`config.mk`:
```
export PLATFORM = sky130hd
export DESIGN_NAME = custom_gather_valid_ready
export DESIGN_NICKNAME = d
export VERILOG_FILES = /design/src/rtl/custom_fifo_pkg.sv /design/src/rtl/custom_frame_reg.sv /design/src/rtl/custom_gather_valid_ready.sv
export SDC_FILE = /design/constraint.sdc
export NUM_CORES = 1
export LEC_CHECK = 0
export CAP_MARGIN = 20
export CORE_MARGIN = 8
export CORE_UTILIZATION = 45
export CTS_BUF_LIST = sky130_fd_sc_hd__clkbuf_4
export CTS_CLUSTER_DIAMETER = 30
export DETAILED_ROUTE_END_ITERATION = 10
export PLACE_DENSITY = 0.68
export SYNTH_ARGS = -nofsm -noshare
export SYNTH_HDL_FRONTEND = slang
export SYNTH_SLANG_ARGS = --single-unit
```
`constraint.sdc`:
```
create_clock -name clk -period 1.8 [get_ports clk]
set_input_delay 0.18 -clock clk [delete_from_list [all_inputs] [get_ports clk]]
set_output_delay 0.18 -clock clk [all_outputs]
set_load 0.03 [all_outputs]
```
`src/rtl/custom_fifo_pkg.sv`:
```
// Shared definitions for the sample/frame packing blocks (gatherer and fifo).
// Latency: n/a (types and constants only).
// Backpressure: n/a.
// Optional feature macro used by the gatherer: CUSTOM_GATHER_LAST_EN.
package custom_fifo_pkg;

  // Default sample width and samples per frame, shared with custom_fifo_valid_ready.
  localparam int unsigned DEF_WIDTH = 8;
  localparam int unsigned DEF_DEPTH = 4;

  // Fill counter width for the default frame depth.
  localparam int unsigned cnt_w = $clog2(DEF_DEPTH);

  // One full frame at the default geometry; slot 0 holds the first sample.
  typedef logic [DEF_DEPTH-1:0][DEF_WIDTH-1:0] frame_t;

endpackage

```
`src/rtl/custom_frame_reg.sv`:
```
// DEPTH x WIDTH valid/ready holding register for completed frames.
// Latency: a frame loaded on an edge is visible the following cycle.
// Backpressure: holds data/valid while valid && !down_ready; load may coincide with a drain.
// Ports: clk/arstn (sync active-low), load + load_data from the fill logic,
//        down_ready from downstream, down_valid/data_o to downstream.
module custom_frame_reg
  import custom_fifo_pkg::*;
#(
  parameter int unsigned WIDTH = DEF_WIDTH,
  parameter int unsigned DEPTH = DEF_DEPTH
) (
  input  logic                        clk,
  input  logic                        arstn,
  input  logic                        load,
  input  logic [DEPTH-1:0][WIDTH-1:0] load_data,
  input  logic                        down_ready,
  output logic                        down_valid,
  output logic [DEPTH-1:0][WIDTH-1:0] data_o
);

  // The fill logic only asserts load when the register is empty or draining,
  // so a load always wins and a held frame is never overwritten.
  always_ff @(posedge clk) begin
    if (!arstn) begin
      down_valid <= 1'b0;
      data_o     <= '0;
    end else if (load) begin
      down_valid <= 1'b1;
      data_o     <= load_data;
    end else if (down_ready) begin
      down_valid <= 1'b0;
    end
  end

endmodule

```
`src/rtl/custom_gather_valid_ready.sv`:
```
// Serial-to-parallel gatherer: packs DEPTH WIDTH-bit samples into one frame.
// Latency: down_valid rises on the edge accepting the last sample of a frame.
// Backpressure: up_ready drops only when the last slot is pending and the held frame is not draining.
// Ports: clk/arstn (sync active-low); up_valid/up_ready/up_data sample input;
//        down_valid/down_ready/data_o frame output (data_o[0] = first sample).
// Optional: CUSTOM_GATHER_LAST_EN adds up_last to close a short frame (upper slots zero).
module custom_gather_valid_ready
  import custom_fifo_pkg::*;
#(
  parameter int unsigned WIDTH = DEF_WIDTH,
  parameter int unsigned DEPTH = DEF_DEPTH
) (
  input  logic                        clk,
  input  logic                        arstn,
  input  logic                        up_valid,
  output logic                        up_ready,
  input  logic [WIDTH-1:0]            up_data,
`ifdef CUSTOM_GATHER_LAST_EN
  input  logic                        up_last,
`endif
  output logic                        down_valid,
  input  logic                        down_ready,
  output logic [DEPTH-1:0][WIDTH-1:0] data_o
);

  localparam int unsigned CW = $clog2(DEPTH);

  logic [WIDTH-1:0]            col_q [DEPTH];
  logic [CW-1:0]               cnt_q;
  logic                        last_slot;
  logic                        closing;
  logic                        accept;
  logic                        frame_done;
  logic [DEPTH-1:0][WIDTH-1:0] new_frame;

  assign last_slot = (cnt_q == CW'(DEPTH - 1));

  // "closing" means the current handshake, if it happens, completes a frame.
`ifdef CUSTOM_GATHER_LAST_EN
  assign closing = last_slot || (up_valid && up_last);
`else
  assign closing = last_slot;
`endif

  // Combinational from down_ready so a draining frame frees the slot in the same cycle.
  assign up_ready   = !closing || !down_valid || down_ready;
  assign accept     = up_valid && up_ready;
  assign frame_done = accept && closing;

  // Frame built from the collected slots plus the incoming sample; slots above
  // the incoming one are zero (only reachable on an early close).
  always_comb begin
    new_frame = '0;
    for (int i = 0; i < DEPTH; i++) begin
      if (CW'(i) < cnt_q) begin
        new_frame[i] = col_q[i];
      end else if (CW'(i) == cnt_q) begin
        new_frame[i] = up_data;
      end
    end
  end

  // Collect storage needs no reset: slots are always written before they are read.
  always_ff @(posedge clk) begin
    if (accept) begin
      col_q[cnt_q] <= up_data;
    end
  end

  always_ff @(posedge clk) begin
    if (!arstn) begin
      cnt_q <= '0;
    end else if (frame_done) begin
      cnt_q <= '0;
    end else if (accept) begin
      cnt_q <= cnt_q + CW'(1);
    end
  end

  custom_frame_reg #(
    .WIDTH (WIDTH),
    .DEPTH (DEPTH)
  ) u_frame_reg (
    .clk        (clk),
    .arstn      (arstn),
    .load       (frame_done),
    .load_data  (new_frame),
    .down_ready (down_ready),
    .down_valid (down_valid),
    .data_o     (data_o)
  );

endmodule
```
[Word-level counts from Yosys, hierarchy flattened]
Memories as Yosys holds them, arrays and structs flattened. A register that Yosys moved wholly into a read port is not among the register bits.
Index checks and enable logic that the tools add are counted.
Word-level totals
  register bits after elaboration: 3
  bits in writable memories: 32
  logic and storage cells: 22
  memories: 1
Memory list
  col_q: words 4, bits a word 8, read ports 4, clocked after Yosys merged registers in 4, write ports 1, line custom_gather_valid_ready.sv:28  | logic [WIDTH-1:0] col_q [DEPTH];
Cells by class
  $add $sub $neg: 1
  eq/ne operators: 1
  muxes and demuxes: 4
  bitwise operators: 1
  reduce and logical (&&, ||, !) cells: 12
Operators by type and width (number)
  $logic_not A1 Y1: 6
  $mux W1: 4
  $add A2 B1 Y2 const B: 1
  $eq A2 B2 Y1 const B: 1
  $logic_and A1 B1 Y1: 2
  $logic_or A1 B1 Y1: 2
  $reduce_bool A2 Y1: 1
  $reduce_or A2 Y1: 1
  $not A1 Y1: 1

[Longest topological paths before layout]
Gate-level depths: netlist of the first run.
  depth after elaboration: 7
  depth in mapped cells: 5

[Cells and area by module]
A second synthesis of the first run with hierarchy kept.
Unflattened totals
  cells, all modules: 222
  area, all modules: 2628.8 sq um
By module, submodules not included
  custom_gather_valid_ready: instances 1, cells each 116, area each 1351.3 sq um, sequential area each 760.7 sq um
  custom_frame_reg: instances 1, cells each 106, area each 1277.5 sq um, sequential area each 660.6 sq um

[Least setup slack after synthesis of the first run]
OpenSTA, ideal clock, no wires.
  path kind: flip-flop to flip-flop
  from: reg cnt_q[0]
  to: mem col_q[0][0] (netlist name) (enable)
  data arrival time: 1.322 ns
  required time: 1.538 ns
  setup slack: 0.216 ns
  stages on the path, launching flop included: 4
  path through: dfxtp_1 -> ha_1 -> nand3b_1 -> and3_2
On the way
  word-level cells in the longest chain between the ends: 7
Ends and longest elaborated chain
  from (decl): line custom_gather_valid_ready.sv:29  | logic [CW-1:0] cnt_q;
  from (signal assigned): line custom_gather_valid_ready.sv:76  | cnt_q <= cnt_q + CW'(1);
  $eq A2 B2 Y1: line custom_gather_valid_ready.sv:36  | assign last_slot = (cnt_q == CW'(DEPTH - 1));
  $logic_not A1 Y1: line custom_gather_valid_ready.sv:46  | assign up_ready = !closing || !down_valid || down_ready;
  $logic_or A1 B1 Y1 (2 in a row): line custom_gather_valid_ready.sv:46
  net up_ready: line custom_gather_valid_ready.sv:16  | output logic up_ready,
  $logic_and A1 B1 Y1: line custom_gather_valid_ready.sv:47  | assign accept = up_valid && up_ready;
  $mux W1: line custom_gather_valid_ready.sv:65  | if (accept) begin
  $mux W1 (not written as such): line custom_gather_valid_ready.sv:66  | col_q[cnt_q] <= up_data;
  to (decl): line custom_gather_valid_ready.sv:28
The timed path passes the listed nets, and every way through them passes these cells.

[Worst setup path in the final report of the first run]
  from: reg cnt_q[0]
  to: out up_ready
On the way
  word-level cells in the longest chain between the ends: 4
Ends and longest elaborated chain (line)
  $eq A2 B2 Y1: custom_gather_valid_ready.sv:36
  $logic_not A1 Y1: custom_gather_valid_ready.sv:46
  $logic_or A1 B1 Y1 (2 in a row): custom_gather_valid_ready.sv:46
  to (decl): custom_gather_valid_ready.sv:16
No other way between the ends.

==> results of run 1 <==
[where the power goes]
group / switching [mW] / internal [mW]
clock: 0.434 / 0.438
combinational: 0.0899 / 0.0633
sequential: 0.0126 / 1.43
total: 0.537 / 1.93
[worst min path at each step]
stage	startpoint	endpoint	slack [ps]	depth (start not counted)
6_report	arstn	u_frame_reg.down_valid$_SDFFE_PN0P_	290	3
5_1_grt	arstn	u_frame_reg.down_valid$_SDFFE_PN0P_	270	3
4_1_cts	arstn	u_frame_reg.down_valid$_SDFFE_PN0P_	260	3
3_5_place_dp	u_frame_reg.data_o[23]$_SDFFE_PN0P_	u_frame_reg.data_o[23]$_SDFFE_PN0P_	450	2
3_3_place_gp	u_frame_reg.data_o[26]$_SDFFE_PN0P_	u_frame_reg.data_o[26]$_SDFFE_PN0P_	440	2
2_1_floorplan	up_data[0]	col_q[0][0]$_DFFE_PP_	280	0
[kinds of logic (layout without fill, tap and decap cells)]
family / count (synthesis) / after routing / synth area share
DFF: 59 / 59 / 0.634
buffers and inverters: 12 / 67 / 0.0441
and+or+nand+nor: 73 / 73 / 0.142
muxes: 32 / 32 / 0.143
AOI/OAI and AO/OA: 5 / 5 / 0.0140
adders and majority gates: 4 / 4 / 0.0223
[sequential cells by signal, summed over array words and instances (netlist names)]
register / cells
u_frame_reg.data_o: 32
cnt_q: 2
col_q: 24
u_frame_reg.down_valid: 1
[area by class of cell]
cell class / count / share of cell area
Clock inverter: 5 / 0.0157
Tap cell: 67 / 0.0293
Inverter: 2 / 0.00262
Clock buffer: 11 / 0.0289
Multi-Input combinational cell: 114 / 0.252
Sequential cell: 59 / 0.497
Timing Repair Buffer: 49 / 0.175
[cell usage in the layout, fill, tap and decap left out, types with 2 or more instances in the layout]
cell and instances:
clkbuf_4 11, and3_2 3, clkinv_1 4, buf_12 2, nand2_1 64, inv_1 2
clkdlybuf4s50_1 43, dfxtp_1 35, edfxtp_1 24, o21a_1 2, ha_1 4, mux2i_1 32
buf_4 2
[worst max-delay path, cell delays in order (launching register included)]
cell           delay (ps)
dfxtp_1               360
ha_1                  250
nand3b_1              110
dlygate4sd2_1         400
[repair_timing]
| item | in CTS | in global routing |
|---|---|---|
| endpoints found under the setup margin | 1 | 0 |
| hold endpoints to repair | 0 | 0 |
| resized for setup | 1 | 0 |
[layer usage]
layer	part of all wire	routed length [um]	vias to the layer above	GRT usage
met4	0.031	123	0	0.0829
met3	0.054	217	10	0.0454
met5	0	0	-	0
met2	0.43	1710	37	0.171
met1	0.49	1940	634	0.134
li1	-	-	723	-
[stage by stage]
stage | std cells | util
floorplan | 185 | -
global placement | 291 | 0.575
global route | 307 | 0.602
CTS | 307 | 0.602
detailed placement | 291 | 0.575
finish | 307 | 0.602
==> flow_summary.json, run 1 <==
{
  "track_usage": 0.116,
  "synth_cell_types": 20,
  "area_growth_pct": 27.6,
  "rsz0062_at_grt": "false",
  "synthTopCellsByCount": "nand2_1 (64), dfxtp_1 (35), mux2i_1 (32)",
  "clk_pin_slew_ps": 90,
  "grt_pass1_vias": 1366,
  "critPathKind": "flip-flop to primary output",
  "clockBufferDepth": 2,
  "worstSkewPairLatency_ps": 390,
  "synthesis.nets": 201,
  "dp_slack_ps": 185,
  "drtIter0Drc": 95,
  "dp_hpwl_um": 2660,
  "die_y_um": 86.6,
  "yosys_warnings": 0,
  "num-fill-cells": 423,
  "ctsHtreeMaxLevel": 3,
  "core_um2": 4750,
  "synth_seq_cells": 59,
  "netlist_area_um2": 2240,
  "ctsHoldBuffers": 0,
  "postCtsSetupRepairBufs": 0,
  "antenna_found_initial": 0,
  "cts_tree": "done",
  "syn_area_per_cell_um2": 12.1,
  "gp_congestion": 0.739,
  "cts_root_buf": "clkbuf_4",
  "cts_buffers": 9,
  "grt_pass1_wl_um": 6540,
  "drive_gt1_frac": 0.0958,
  "wl_per_cell_um": 13.0,
  "yosysTopAreaCellShare": 0.322,
  "async_flop_share": 0,
  "drc": 0,
  "cp-start-kind": "flip-flop",
  "reg2reg_to": "col_q[1][2]$_DFFE_PP_",
  "die_w_um": 86.6,
  "critPathCapture": "up_ready",
  "synth-seq-area-share": 0.634,
  "timing.rr.start": "cnt_q[0]$_SDFFE_PP0P_",
  "drv_cap": 0,
  "n_antenna_cell": 0,
  "cp.arrival_ps": 1490,
  "tns_ps": 0,
  "synthTopCellsByArea": "edfxtp_1 (32%), dfxtp_1 (31%), mux2i_1 (14%), nand2_1 (11%), buf_12 (2.7%)",
  "synth-edff-count": 24,
  "finalMaxSlewViolations": 0,
  "worstPathRequired_ps": 1620,
  "firstDrtPassIters": 4,
  "min_path_type": "primary input to flip-flop",
  "nets": 251,
  "peakVddDrop_mv": 0.565,
  "vias": 1404,
  "seq_area_um2": 1420,
  "tightest_slew_ps": 334,
  "status": "finished, final reports clean",
  "drt_wl_total_um": 3990,
  "numClockSinks": 59,
  "vias_per_cell": 4.57,
  "finalInstanceArea_um2": 2860,
  "synthFlopType": "dfxtp_1",
  "io_buffers": 45,
  "period_share": 0.928,
  "postPlaceCellArea_um2": 2730,
  "multi_input_area_um2": 721,
  "ios": 46,
  "finalSetupViolations": 0,
  "fmaxAchievable_mhz": 599,
  "drtAntennaViolNets": 0,
  "power.total_mw": 2.47,
  "clock-skew-final_ps": 11.8,
  "critical_path.max_fanout": 5,
  "maxSlewHeadroom": 0.776,
  "min_period_ps": 1670,
  "power_density_nw_per_um2": 862,
  "r2r.worst_path.cells": 4,
  "syn_inst": 185,
  "grt_remaining_overflow": 0,
  "regToRegSetupSlack_ps": 310,
  "leakagePower_nw": 0.994,
  "rows": 25,
  "yosysTopAreaCell": "edfxtp_1",
  "dieArea_um2": 7490,
  "finalHoldViolations": 0,
  "yosys.cell_count.top_type": "nand2_1",
  "critPathCaptureType": "primary output",
  "fin_worst_hold_slack_ps": 291,
  "grt_max_degree": 68,
  "layout_setup_ws_ps": 129,
  "cp-startpoint": "cnt_q[0]$_SDFFE_PP0P_",
  "start_util": 0.471
}
No activity file was read; power rests on OpenSTA's default activity.
==> inputs of run 2 (changes only) <==
- CORE_UTILIZATION: 45 -> 52
- PLACE_DENSITY: 0.68 -> 0.77
==> flow_summary.json, run 2 (synthesis gave the netlist of run 1 again) <==
{
  "status": "finished, final reports clean",
  "cp-start-kind": "flip-flop",
  "worstPathRequired_ps": 1620,
  "gp_congestion": 0.769,
  "leakagePower_nw": 1.00,
  "core_um2": 4260,
  "largest_reg_flops": 32,
  "critPathKind": "flip-flop to primary output",
  "wl_per_cell_um": 13.8,
  "rsz0062_at_grt": "false",
  "num-fill-cells": 344,
  "tns_ps": 0,
  "area_growth_pct": 27.1,
  "min_period_ps": 1670,
  "regToRegSetupSlack_ps": 310,
  "grt_max_degree": 68,
  "fmaxAchievable_mhz": 597,
  "numClockSinks": 59,
  "power_density_nw_per_um2": 876,
  "tightest_slew_ps": 317,
  "cp_slowest_cell": "dlygate4sd2_1",
  "critical_path.max_fanout": 5,
  "clk_pin_slew_ps": 100,
  "io_buffers": 45,
  "n_antenna_cell": 0,
  "firstDrtPassIters": 6,
  "finalSetupViolations": 0,
  "grt_pass1_wl_um": 6700,
  "top_regs": "u_frame_reg.data_o x32, col_q x24, cnt_q x2",
  "ctsHtreeMaxLevel": 3,
  "start_util": 0.526,
  "nets": 251,
  "drv_cap": 0,
  "drt_wl_total_um": 4030,
  "clock-skew-final_ps": 12.4,
  "min_path_type": "primary input to flip-flop",
  "regMostFlops": "u_frame_reg.data_o",
  "grt_pass1_vias": 1414,
  "final_core_util": 0.668,
  "vias": 1422,
  "die_w_um": 81.6,
  "mostFrequentLayoutCell": "nand2_1",
  "cts_root_buf": "clkbuf_4",
  "vias_per_cell": 4.87,
  "seq_area_um2": 1420,
  "cts_tree": "done",
  "dieArea_um2": 6670,
  "maxSlewHeadroom": 0.788,
  "grt_remaining_overflow": 0,
  "final_cell_mix": "nand2_1 (64), clkdlybuf4s50_1 (43), dfxtp_1 (34)",
  "slowest_delay_ps": 410,
  "drive_gt1_frac": 0.108,
  "finalMaxSlewViolations": 0,
  "dp_hpwl_um": 2700,
  "ios": 46,
  "drtAntennaViolNets": 0,
  "drtIter0Drc": 93,
  "postCtsSetupRepairBufs": 0,
  "power.total_mw": 2.50,
  "die_y_um": 81.6,
  "period_share": 0.930,
  "finalHoldViolations": 0,
  "drc": 0,
  "cp.arrival_ps": 1490,
  "peakVddDrop_mv": 0.518,
  "antenna_found_initial": 0,
  "multi_input_area_um2": 721,
  "track_usage": 0.136,
  "crit_chain": "ha_1 > nand3b_1 > dlygate4sd2_1",
  "worstSkewPairLatency_ps": 390,
  "clockBufferDepth": 2,
  "rows": 24,
  "critPathCaptureType": "primary output",
  "cts_buffers": 9
}
==> run 2: cell types whose count changed in the layout (fill, tap and decap cells not counted), sizes merged <==
cell    before  now
clkbuf      11   12
clkinv       4    3
==> run 2: final timing paths <==
kind / from / end / cells after the start
setup / recovery: cnt_q[0]$_SDFFE_PP0P_ / up_ready / 3
hold reg to reg: u_frame_reg.data_o[21]$_SDFFE_PN0P_ / u_frame_reg.data_o[21]$_SDFFE_PN0P_ / 2
hold / removal: arstn / cnt_q[1]$_SDFFE_PP0P_ / 3
setup reg to reg: cnt_q[0]$_SDFFE_PP0P_ / col_q[1][2]$_DFFE_PP_ / 4
==> run 2: critical path, delay by kind of cell, from the launching register on <==
family        cells  cell delay (ps)
simple gates      1              110
fa+ha+maj         1              230
flops             1              360
buf+inv           1              410
==> run 2: report_power, final <==
group / switching [mW] / internal [mW]
Clock: 0.439 / 0.461
Combinational: 0.0904 / 0.0637
Sequential: 0.0128 / 1.43
==> run 2: area by class of cell <==
| type | instances | area share |
|---|---|---|
| Sequential cell | 59 | 0.500 |
| Multi-Input combinational cell | 114 | 0.253 |
| Timing Repair Buffer | 49 | 0.175 |
| Clock buffer | 12 | 0.0316 |
| Tap cell | 52 | 0.0228 |
| Clock inverter | 4 | 0.0149 |
| Inverter | 2 | 0.00264 |
==> run 2: per-stage QoR <==
| step | setup slack [ps] | cells | cell area, um2 | hold slack [ps] |
|---|---|---|---|---|
| detailed placement | 177 | 276 | 2720 | 446 |
| finish | 126 | 292 | 2850 | 277 |
| CTS | 60.4 | 292 | 2850 | 248 |
| floorplan | 216 | 185 | 2240 | 279 |
| global placement | 181 | 276 | 2720 | 442 |
| global route | 20.3 | 292 | 2850 | 260 |
==> run 2: repair_timing <==
action	CTS	global route
pin swaps	0	0
gates cloned	0	0
endpoints found under the setup margin	1	1
hold buffers	0	0
resized for setup	1	1
==> run 2: routing by layer <==
metal	global-route usage	wire, um
met3	0.0591	225
met5	0	0
met4	0.0895	63
met2	0.207	1950
met1	0.153	1790
